File: src/rtl/mc_ctrl_pkg.sv
// Shared types and encodings for the multicycle MIPS control sequencer.
// Optional build macro: MC_CTRL_EXCEPTION_EN (illegal-opcode exception state).
package mc_ctrl_pkg;

  localparam int WIDTH    = 32;
  localparam int OPCODE_W = 6;

  typedef logic [OPCODE_W-1:0] opcode_t;

  localparam opcode_t OP_RTYPE   = 6'h00;
  localparam opcode_t OP_J       = 6'h02;
  localparam opcode_t OP_JAL     = 6'h03;
  localparam opcode_t OP_BEQ     = 6'h04;
  localparam opcode_t OP_BNE     = 6'h05;
  localparam opcode_t OP_IALU_LO = 6'h08;
  localparam opcode_t OP_ISGN_HI = 6'h0B;
  localparam opcode_t OP_IALU_HI = 6'h0E;
  localparam opcode_t OP_LW      = 6'h23;
  localparam opcode_t OP_SW      = 6'h2B;
  localparam opcode_t OP_HALT    = 6'h3F;

  localparam logic [5:0] ALU_ADD   = 6'h20;
  localparam logic [5:0] ALU_FUNCT = 6'h00;

  localparam logic [1:0] PCS_ALU    = 2'b00;
  localparam logic [1:0] PCS_ALUOUT = 2'b01;
  localparam logic [1:0] PCS_JUMP   = 2'b10;
  localparam logic [1:0] PCS_EXC    = 2'b11;

  localparam logic [1:0] SRCB_REGB  = 2'b00;
  localparam logic [1:0] SRCB_FOUR  = 2'b01;
  localparam logic [1:0] SRCB_IMM   = 2'b10;
  localparam logic [1:0] SRCB_IMMSH = 2'b11;

  typedef enum logic [3:0] {
    S_INIT,
    S_FETCH,
    S_DECODE,
    S_R_EXEC,
    S_R_WB,
    S_I_EXEC,
    S_I_WB,
    S_MEM_ADDR,
    S_MEM_RD,
    S_MEM_WB,
    S_MEM_WR,
    S_BRANCH,
    S_JUMP,
    S_HALT,
    S_EXC
  } state_t;

  function automatic logic is_ialu(opcode_t op);
    return (op >= OP_IALU_LO) && (op <= OP_IALU_HI);
  endfunction

endpackage

File: src/rtl/mc_ctrl_if.sv
// Memory request/ready handshake between the sequencer and memory.
// master = sequencer side, slave = memory side.
interface mc_ctrl_if;
  logic mem_req;
  logic mem_write;
  logic i_or_d;
  logic mem_ready;

  modport master (
    output mem_req,
    output mem_write,
    output i_or_d,
    input  mem_ready
  );

  modport slave (
    input  mem_req,
    input  mem_write,
    input  i_or_d,
    output mem_ready
  );
endinterface

File: src/rtl/mc_wait_timer.sv
// Bounded wait counter with sticky timeout flag.
// expire fires combinationally on the LIMIT-th consecutive wait cycle.
module mc_wait_timer #(
  parameter int unsigned LIMIT = 16
) (
  input  logic clk,
  input  logic rst_n,
  input  logic clr,
  input  logic wait_cyc,
  output logic expire,
  output logic timeout
);

  localparam int CW = $clog2(LIMIT + 1);

  logic [CW-1:0] cnt;

  assign expire = wait_cyc && (cnt == CW'(LIMIT - 1));

  always_ff @(posedge clk or negedge rst_n) begin
    if (!rst_n) begin
      cnt     <= '0;
      timeout <= 1'b0;
    end else begin
      if (clr)
        cnt <= '0;
      else if (wait_cyc)
        cnt <= cnt + CW'(1);
      if (expire)
        timeout <= 1'b1;
    end
  end

endmodule

File: src/rtl/mc_ctrl_fsm.sv
// Multicycle MIPS control sequencer with memory wait timeout and HALT.
// Optional build macro: MC_CTRL_EXCEPTION_EN adds EXC state and illegal_op.
module mc_ctrl_fsm
  import mc_ctrl_pkg::*;
#(
  parameter int unsigned MEM_TIMEOUT = 16
) (
  input  logic       clk,
  input  logic       rst_n,
  input  opcode_t    ir_31_26,
  mc_ctrl_if.master  mem,
  output logic       pc_write_cond,
  output logic       pc_write,
  output logic       mem_to_reg,
  output logic       ir_write,
  output logic       jump_and_link,
  output logic       is_signed,
  output logic [1:0] pc_source,
  output logic [5:0] alu_op,
  output logic       alu_src_a,
  output logic [1:0] alu_src_b,
  output logic       reg_write,
  output logic       reg_dst,
  output logic       halted,
`ifdef MC_CTRL_EXCEPTION_EN
  output logic       illegal_op,
`endif
  output logic       mem_timeout
);

  state_t state, next;
  state_t dec_next;
  logic   req, wr, iord;
  logic   ready;
  logic   expire;
  opcode_t op;

  assign op    = ir_31_26;
  assign ready = mem.mem_ready;

  assign mem.mem_req   = req;
  assign mem.mem_write = wr;
  assign mem.i_or_d    = iord;

  mc_wait_timer #(
    .LIMIT (MEM_TIMEOUT)
  ) u_timer (
    .clk      (clk),
    .rst_n    (rst_n),
    .clr      (next != state),
    .wait_cyc (req && !ready),
    .expire   (expire),
    .timeout  (mem_timeout)
  );

  always_ff @(posedge clk or negedge rst_n) begin
    if (!rst_n)
      state <= S_INIT;
    else
      state <= next;
  end

  always_comb begin
    dec_next = S_FETCH;
    unique case (1'b1)
      (op == OP_RTYPE):             dec_next = S_R_EXEC;
      (op == OP_LW || op == OP_SW): dec_next = S_MEM_ADDR;
      (op == OP_BEQ || op == OP_BNE): dec_next = S_BRANCH;
      (op == OP_J || op == OP_JAL): dec_next = S_JUMP;
      is_ialu(op):                  dec_next = S_I_EXEC;
      (op == OP_HALT):              dec_next = S_HALT;
`ifdef MC_CTRL_EXCEPTION_EN
      default:                      dec_next = S_EXC;
`else
      default:                      dec_next = S_FETCH;
`endif
    endcase
  end

  always_comb begin
    next = state;
    unique case (state)
      S_INIT:     next = S_FETCH;
      S_FETCH:
        if (expire)     next = S_HALT;
        else if (ready) next = S_DECODE;
      S_DECODE:   next = dec_next;
      S_R_EXEC:   next = S_R_WB;
      S_R_WB:     next = S_FETCH;
      S_I_EXEC:   next = S_I_WB;
      S_I_WB:     next = S_FETCH;
      S_MEM_ADDR: next = (op == OP_LW) ? S_MEM_RD : S_MEM_WR;
      S_MEM_RD:
        if (expire)     next = S_HALT;
        else if (ready) next = S_MEM_WB;
      S_MEM_WB:   next = S_FETCH;
      S_MEM_WR:
        if (expire)     next = S_HALT;
        else if (ready) next = S_FETCH;
      S_BRANCH:   next = S_FETCH;
      S_JUMP:     next = S_FETCH;
      S_HALT:     next = S_HALT;
      S_EXC:      next = S_FETCH;
      default:    next = S_INIT;
    endcase
  end

  always_comb begin
    req           = 1'b0;
    wr            = 1'b0;
    iord          = 1'b0;
    pc_write_cond = 1'b0;
    pc_write      = 1'b0;
    mem_to_reg    = 1'b0;
    ir_write      = 1'b0;
    jump_and_link = 1'b0;
    is_signed     = 1'b0;
    pc_source     = PCS_ALU;
    alu_op        = '0;
    alu_src_a     = 1'b0;
    alu_src_b     = SRCB_REGB;
    reg_write     = 1'b0;
    reg_dst       = 1'b0;
    halted        = 1'b0;
`ifdef MC_CTRL_EXCEPTION_EN
    illegal_op    = 1'b0;
`endif
    unique case (state)
      S_FETCH: begin
        req = 1'b1;
        if (ready) begin
          ir_write  = 1'b1;
          pc_write  = 1'b1;
          alu_src_b = SRCB_FOUR;
          alu_op    = ALU_ADD;
        end
      end
      S_DECODE: begin
        alu_src_b = SRCB_IMMSH;
        alu_op    = ALU_ADD;
        is_signed = 1'b1;
      end
      S_R_EXEC: begin
        alu_src_a = 1'b1;
        alu_op    = ALU_FUNCT;
      end
      S_R_WB: begin
        reg_write = 1'b1;
        reg_dst   = 1'b1;
      end
      S_I_EXEC: begin
        alu_src_a = 1'b1;
        alu_src_b = SRCB_IMM;
        alu_op    = op;
        is_signed = (op <= OP_ISGN_HI);
      end
      S_I_WB:     reg_write = 1'b1;
      S_MEM_ADDR: begin
        alu_src_a = 1'b1;
        alu_src_b = SRCB_IMM;
        is_signed = 1'b1;
        alu_op    = ALU_ADD;
      end
      S_MEM_RD: begin
        req  = 1'b1;
        iord = 1'b1;
      end
      S_MEM_WB: begin
        reg_write  = 1'b1;
        mem_to_reg = 1'b1;
      end
      S_MEM_WR: begin
        req  = 1'b1;
        wr   = 1'b1;
        iord = 1'b1;
      end
      S_BRANCH: begin
        alu_src_a     = 1'b1;
        alu_op        = op;
        pc_write_cond = 1'b1;
        pc_source     = PCS_ALUOUT;
      end
      S_JUMP: begin
        pc_write      = 1'b1;
        pc_source     = PCS_JUMP;
        jump_and_link = (op == OP_JAL);
      end
      S_HALT:     halted = 1'b1;
      S_EXC: begin
        pc_write   = 1'b1;
        pc_source  = PCS_EXC;
`ifdef MC_CTRL_EXCEPTION_EN
        illegal_op = 1'b1;
`endif
      end
      default: ;
    endcase
  end

endmodule

File: src/flat_wrapper.sv
// flat-port wrapper written by rule: the top's interface ports become plain ports
module mc_ctrl_fsm_flat import mc_ctrl_pkg::*;
#(
  parameter int unsigned MEM_TIMEOUT = 16
)
  (clk, rst_n, ir_31_26, pc_write_cond, pc_write, mem_to_reg, ir_write, jump_and_link, is_signed, pc_source, alu_op, alu_src_a, alu_src_b, reg_write, reg_dst, halted, mem_timeout, mem_mem_req, mem_mem_write, mem_i_or_d, mem_mem_ready);
  mc_ctrl_if mem_i ();
  input  logic clk;
  input  logic rst_n;
  input  opcode_t ir_31_26;
  output logic pc_write_cond;
  output logic pc_write;
  output logic mem_to_reg;
  output logic ir_write;
  output logic jump_and_link;
  output logic is_signed;
  output logic [1:0] pc_source;
  output logic [5:0] alu_op;
  output logic alu_src_a;
  output logic [1:0] alu_src_b;
  output logic reg_write;
  output logic reg_dst;
  output logic halted;
  output logic mem_timeout;
  output wire logic [$bits(mem_i.mem_req)-1:0] mem_mem_req;
  output wire logic [$bits(mem_i.mem_write)-1:0] mem_mem_write;
  output wire logic [$bits(mem_i.i_or_d)-1:0] mem_i_or_d;
  input wire logic [$bits(mem_i.mem_ready)-1:0] mem_mem_ready;
  assign mem_mem_req = mem_i.mem_req;
  assign mem_mem_write = mem_i.mem_write;
  assign mem_i_or_d = mem_i.i_or_d;
  assign mem_i.mem_ready = mem_mem_ready;
  mc_ctrl_fsm #(.MEM_TIMEOUT(MEM_TIMEOUT)) u_core (.clk(clk), .rst_n(rst_n), .ir_31_26(ir_31_26), .mem(mem_i), .pc_write_cond(pc_write_cond), .pc_write(pc_write), .mem_to_reg(mem_to_reg), .ir_write(ir_write), .jump_and_link(jump_and_link), .is_signed(is_signed), .pc_source(pc_source), .alu_op(alu_op), .alu_src_a(alu_src_a), .alu_src_b(alu_src_b), .reg_write(reg_write), .reg_dst(reg_dst), .halted(halted), .mem_timeout(mem_timeout));
endmodule
File: config.mk
export PLATFORM = sky130hd
export DESIGN_NAME = mc_ctrl_fsm_flat
export DESIGN_NICKNAME = d
export VERILOG_FILES = /design/src/rtl/mc_ctrl_pkg.sv /design/src/rtl/mc_ctrl_if.sv /design/src/rtl/mc_wait_timer.sv /design/src/rtl/mc_ctrl_fsm.sv /design/src/flat_wrapper.sv
export SDC_FILE = /design/constraint.sdc
export NUM_CORES = 1
export LEC_CHECK = 0
export BUFFER_PORTS_ARGS = -buffer_cell sky130_fd_sc_hd__buf_2
export CORE_ASPECT_RATIO = 0.8
export CORE_MARGIN = 10
export CORE_UTILIZATION = 45
export CTS_CLUSTER_SIZE = 8
export DETAILED_ROUTE_END_ITERATION = 12
export PLACE_DENSITY = 0.68
export SETUP_SLACK_MARGIN = 0.2
export SLEW_MARGIN = 20
export SYNTH_ARGS = -nofsm -noshare
export SYNTH_HDL_FRONTEND = slang
export SYNTH_SLANG_ARGS = --single-unit
File: constraint.sdc
create_clock -name clk -period 2.9 [get_ports clk]
set_clock_uncertainty 0.15 [all_clocks]
set_input_delay 0.58 -clock clk [delete_from_list [all_inputs] [get_ports clk]]
set_output_delay 0.58 -clock clk [all_outputs]
set_load 0.05 [all_outputs]
==> load_flow_metrics.sql <==
INSERT INTO impl_metrics (metric_group, metric, value, unit) VALUES
('status', 'outcome', 'complete, no violations', ''),
('drt', 'via_per_inst', '6.06', ''),
('pwr', 'pwr_per_cell_area', '980', 'mW/mm2'),
('synth', 'yosys-top-cells-area', 'sky130_fd_sc_hd__dfrtp_1 (23%), sky130_fd_sc_hd__nor2_1 (8.5%), sky130_fd_sc_hd__nand2_1 (3.7%), sky130_fd_sc_hd__o21ai_0 (3.6%), sky130_fd_sc_hd__and3_1 (3.4%)', ''),
('sta', 'worst_hold_margin', '0.00448', 'ns'),
('place', 'detailedPlacementHpwl', '2630', 'um'),
('sta', 'setup-violations-final', '0', ''),
('synth', 'mappedNetlistArea', '0.00110', 'mm2'),
('cts', 'cts_hold_repair.buffers', '0', ''),
('sta', 'totalNegativeSetupSlack', '0', 'ns'),
('cts', 'clock-sinks', '10', ''),
('cts', 'cts_buffer_depth', '2', ''),
('drt', 'routedWlPerCell', '16.4', 'um'),
('drt', 'drt_iter0_markers', '195', ''),
('global_routing', 'global_route_overflow', '0', ''),
('critical_path', 'worstSetupPathType', 'flop to output port', ''),
('synth', 'syn-mean-instance-area', '7.27', 'um2'),
('synth', 'synth_area_leader_cell', 'sky130_fd_sc_hd__dfrtp_1', ''),
('floorplan', 'design.portCount', '33', ''),
('critical_path', 'timing.critical_path.from_type', 'flop', ''),
('cts', 'insertion_delay', '0.27', 'ns'),
('pwr', 'power', '1.31', 'mW'),
('finish', 'nNetsFinal', '193', ''),
('sta', 'min_period', '2.52', 'ns'),
('sta', 'final.period_utilization', '86.7', '%'),
('sta', 'worst_slew_margin_rel', '69.5', '%'),
('drt', 'dr_total_vias', '1249', ''),
('global_routing', 'gr-usage-all-layers', '13.9', '%'),
('finish', 'postLayoutCellArea', '0.00134', 'mm2'),
('cts', 'clock_tree.htree_level_count', '1', ''),
('place', 'dpl_cell_area', '0.00129', 'mm2'),
('synth', 'yosysTopAreaCellShare', '22.7', '%'),
('synth', 'netlist-cell-type-count', '50', ''),
('critical_path', 'critPathRequiredTime', '2.17', 'ns'),
('place', 'place_worst_setup_slack', '0.491', 'ns'),
('synth', 'share_of_synthesized_area_occupied_by_flip_flops_and_latches', '22.7', '%'),
('synth', 'yosys_most_used_dff', 'sky130_fd_sc_hd__dfrtp_1', ''),
('synth', 'synth_fp_nets', '163', ''),
('floorplan', 'std_cell_rows', '15', ''),
('cts', 'tritoncts', 'built', ''),
('global_routing', 'largest_net_degree_at_the_start_of_global_routing', '26', ''),
('sta', 'final-max-slew-violation-count', '0', ''),
('sta', 'max_freq', '398', 'MHz'),
('synth', 'ys_async_sr_fraction', '100', '%'),
('finish', 'layout-drive-gt1-share', '33.1', '%'),
('place', 'port-buffer-count', '32', ''),
('finish', 'layout-area-overhead-vs-synth', '21.1', '%'),
('drt', 'totalWireLength', '3380', 'um'),
('sta', 'tightestPinTransition', '0.454', 'ns'),
('floorplan', 'floorplan.die.width', '75.4', 'um'),
('drt', 'dr.pass1.iters', '4', ''),
('worst_hold_path', 'timing.hold.worst.class', 'input port to async pin', ''),
('synth', 'ys_warn_count', '0', ''),
('sta', 'setup_slack', '0.384', 'ns'),
('critical_path', 'worst_setup_path_end_kind', 'output port', ''),
('drt', 'route.detailed.drc', '0', ''),
('global_routing', 'grt_first_pass_wirelength', '5380', 'um'),
('critical_path', 'critical_path.max_fanout', '14', ''),
('synth', 'synth_enable_flop_cells', '0', ''),
('cts', 'cts.root.buffer_cell', 'sky130_fd_sc_hd__clkbuf_4', ''),
('sta', 'unrepaired_setup_endpoints_after_global_routing', 'false', ''),
('synth', 'netlist_instances', '152', ''),
('floorplan', 'fp.dieArea', '0.00485', 'mm2'),
('pwr', 'p_leak', '0.650', 'nW'),
('floorplan', 'floorplan.initialDensity', '49.1', '%'),
('floorplan', 'die-height', '64.3', 'um'),
('pwr', 'irDropWorstVdd', '0.000450', 'V'),
('place', 'gp_routability_congestion', '0.888', ''),
('finish', 'antenna-diode-count', '0', ''),
('sta', 'hold_viol', '0', ''),
('drt', 'final_antenna_net_count', '0', ''),
('flow_run', 'drv.max_cap_violation_count', '0', ''),
('critical_path', 'critical_path_arrival', '1.79', 'ns'),
('cts', 'cts_made_buffers', '3', ''),
('global_routing', 'grt_pass1_vias', '1083', ''),
('synth', 'ys_seq_elements', '10', ''),
('global_routing', 'initial_antenna_violation_count', '0', ''),
('cts', 'clkTransAtPathRegs', '0.06', 'ns'),
('floorplan', 'core_region_area', '0.00225', 'mm2');
[routing by layer]
layer / routed length [um] / global-route usage (%)
met1: 1520 / 19.0
met2: 1500 / 20.6
met3: 315 / 3.40
met4: 39 / 4.17
met5: 0 / 0
[path summary, 6_finish.rpt]
| kind | startpoint | endpoint | slack [ns] | depth (start not counted) |
|---|---|---|---|---|
| min in group clk | u_core.u_timer.timeout$_DFFE_PN0P_ | u_core.u_timer.timeout$_DFFE_PN0P_ | 0.32 | 2 |
| setup reg to reg | u_core.u_timer.cnt[0]$_DFFE_PN0P_ | u_core.u_timer.cnt[4]$_DFFE_PN0P_ | 0.78 | 8 |
| hold reg to reg | u_core.u_timer.timeout$_DFFE_PN0P_ | u_core.u_timer.timeout$_DFFE_PN0P_ | 0.32 | 2 |
| hold / removal | rst_n | u_core.u_timer.timeout$_DFFE_PN0P_ | 0.004 | 1 |
| max in group asynchronous | rst_n | u_core.state[0]$_DFF_PN0_ | 2.39 | 1 |
| setup / recovery | u_core.state[1]$_DFF_PN0_ | alu_src_b[0] | 0.38 | 4 |
[stage by stage]
step	utilization, %	instances
after floorplan	-	152
after global placement	57.3	202
after detailed placement	57.3	202
after CTS	58.9	206
after global routing	59.4	206
final	59.4	206
[cell usage after synthesis (3+ instances only)]
master,count
sky130_fd_sc_hd__and3_1,6
sky130_fd_sc_hd__nor3_1,5
sky130_fd_sc_hd__dfrtp_1,10
sky130_fd_sc_hd__nor2_1,25
sky130_fd_sc_hd__nand3_1,4
sky130_fd_sc_hd__xnor2_1,3
sky130_fd_sc_hd__inv_1,7
sky130_fd_sc_hd__and3_2,3
sky130_fd_sc_hd__nand2_1,11
sky130_fd_sc_hd__buf_2,4
sky130_fd_sc_hd__nand2b_1,5
sky130_fd_sc_hd__clkbuf_1,3
sky130_fd_sc_hd__o22ai_1,3
sky130_fd_sc_hd__o21ai_0,8
sky130_fd_sc_hd__mux2i_1,3
sky130_fd_sc_hd__a21oi_1,7
[critical path, stage by stage (launching register included)]
cell and delay, ns:
sky130_fd_sc_hd__dfrtp_2 0.53, sky130_fd_sc_hd__inv_2 0.21, sky130_fd_sc_hd__nand3_1 0.19, sky130_fd_sc_hd__a211oi_2 0.28
sky130_fd_sc_hd__buf_2 0.30
[placed cells by master, fill, tap and decap left out, types with 3 or more instances in the layout]
master                     Yosys  final
sky130_fd_sc_hd__mux2i_1       3      3
sky130_fd_sc_hd__xnor2_1       3      3
sky130_fd_sc_hd__buf_4         2      3
sky130_fd_sc_hd__nor2_1       25     25
sky130_fd_sc_hd__nand2b_1      5      5
sky130_fd_sc_hd__nand2_1      11     11
sky130_fd_sc_hd__a21oi_1       7      7
sky130_fd_sc_hd__inv_1         7      7
sky130_fd_sc_hd__dfrtp_1      10      6
sky130_fd_sc_hd__dfrtp_2       0      4
sky130_fd_sc_hd__buf_2         4     32
sky130_fd_sc_hd__nand3_1       4      4
sky130_fd_sc_hd__clkbuf_4      0      3
sky130_fd_sc_hd__o21ai_0       8      8
sky130_fd_sc_hd__nor3_1        5      3
sky130_fd_sc_hd__and3_1        6      6
sky130_fd_sc_hd__and3_2        3      3
[logic make-up (layout without fill, tap and decap cells)]
logic type      Yosys count  in the layout  synth area share, %
simple gates             76             76                 37.5
compound gates           39             39                 24.5
buf+inv                  18             47                 7.25
flops                    10             10                 22.7
mux                       3              3                 2.72
fa+ha+maj                 2              2                 2.26
xor+xnor                  4              4                 3.17
[layout make-up]
| class | count | area (um2) |
|---|---|---|
| fill | 212 | 915 |
| multi-input combinational | 124 | 802 |
| sequential | 10 | 255 |
| timing repair buffer | 35 | 183 |
| clock buffer | 4 | 36.3 |
| tap | 25 | 31.3 |
| inverter | 8 | 30.0 |
[registers in the layout, summed over array words and instances (netlist names)]
register,flops
u_core.state,4
u_core.u_timer.timeout,1
u_core.u_timer.cnt,5
[power breakdown]
| part | switching, mW | internal (mW) | leakage, nW |
|---|---|---|---|
| clock network | 0.0485 | 0.0763 | 0.0210 |
| logic | 0.625 | 0.273 | 0.505 |
| registers | 0.121 | 0.168 | 0.124 |
[what timing repair did]
action | in CTS | in global routing
buffers inserted | 0 | 0
resized for setup | 0 | 5
setup endpoints to repair | 0 | 12
Power figures use the tool's default switching activity.
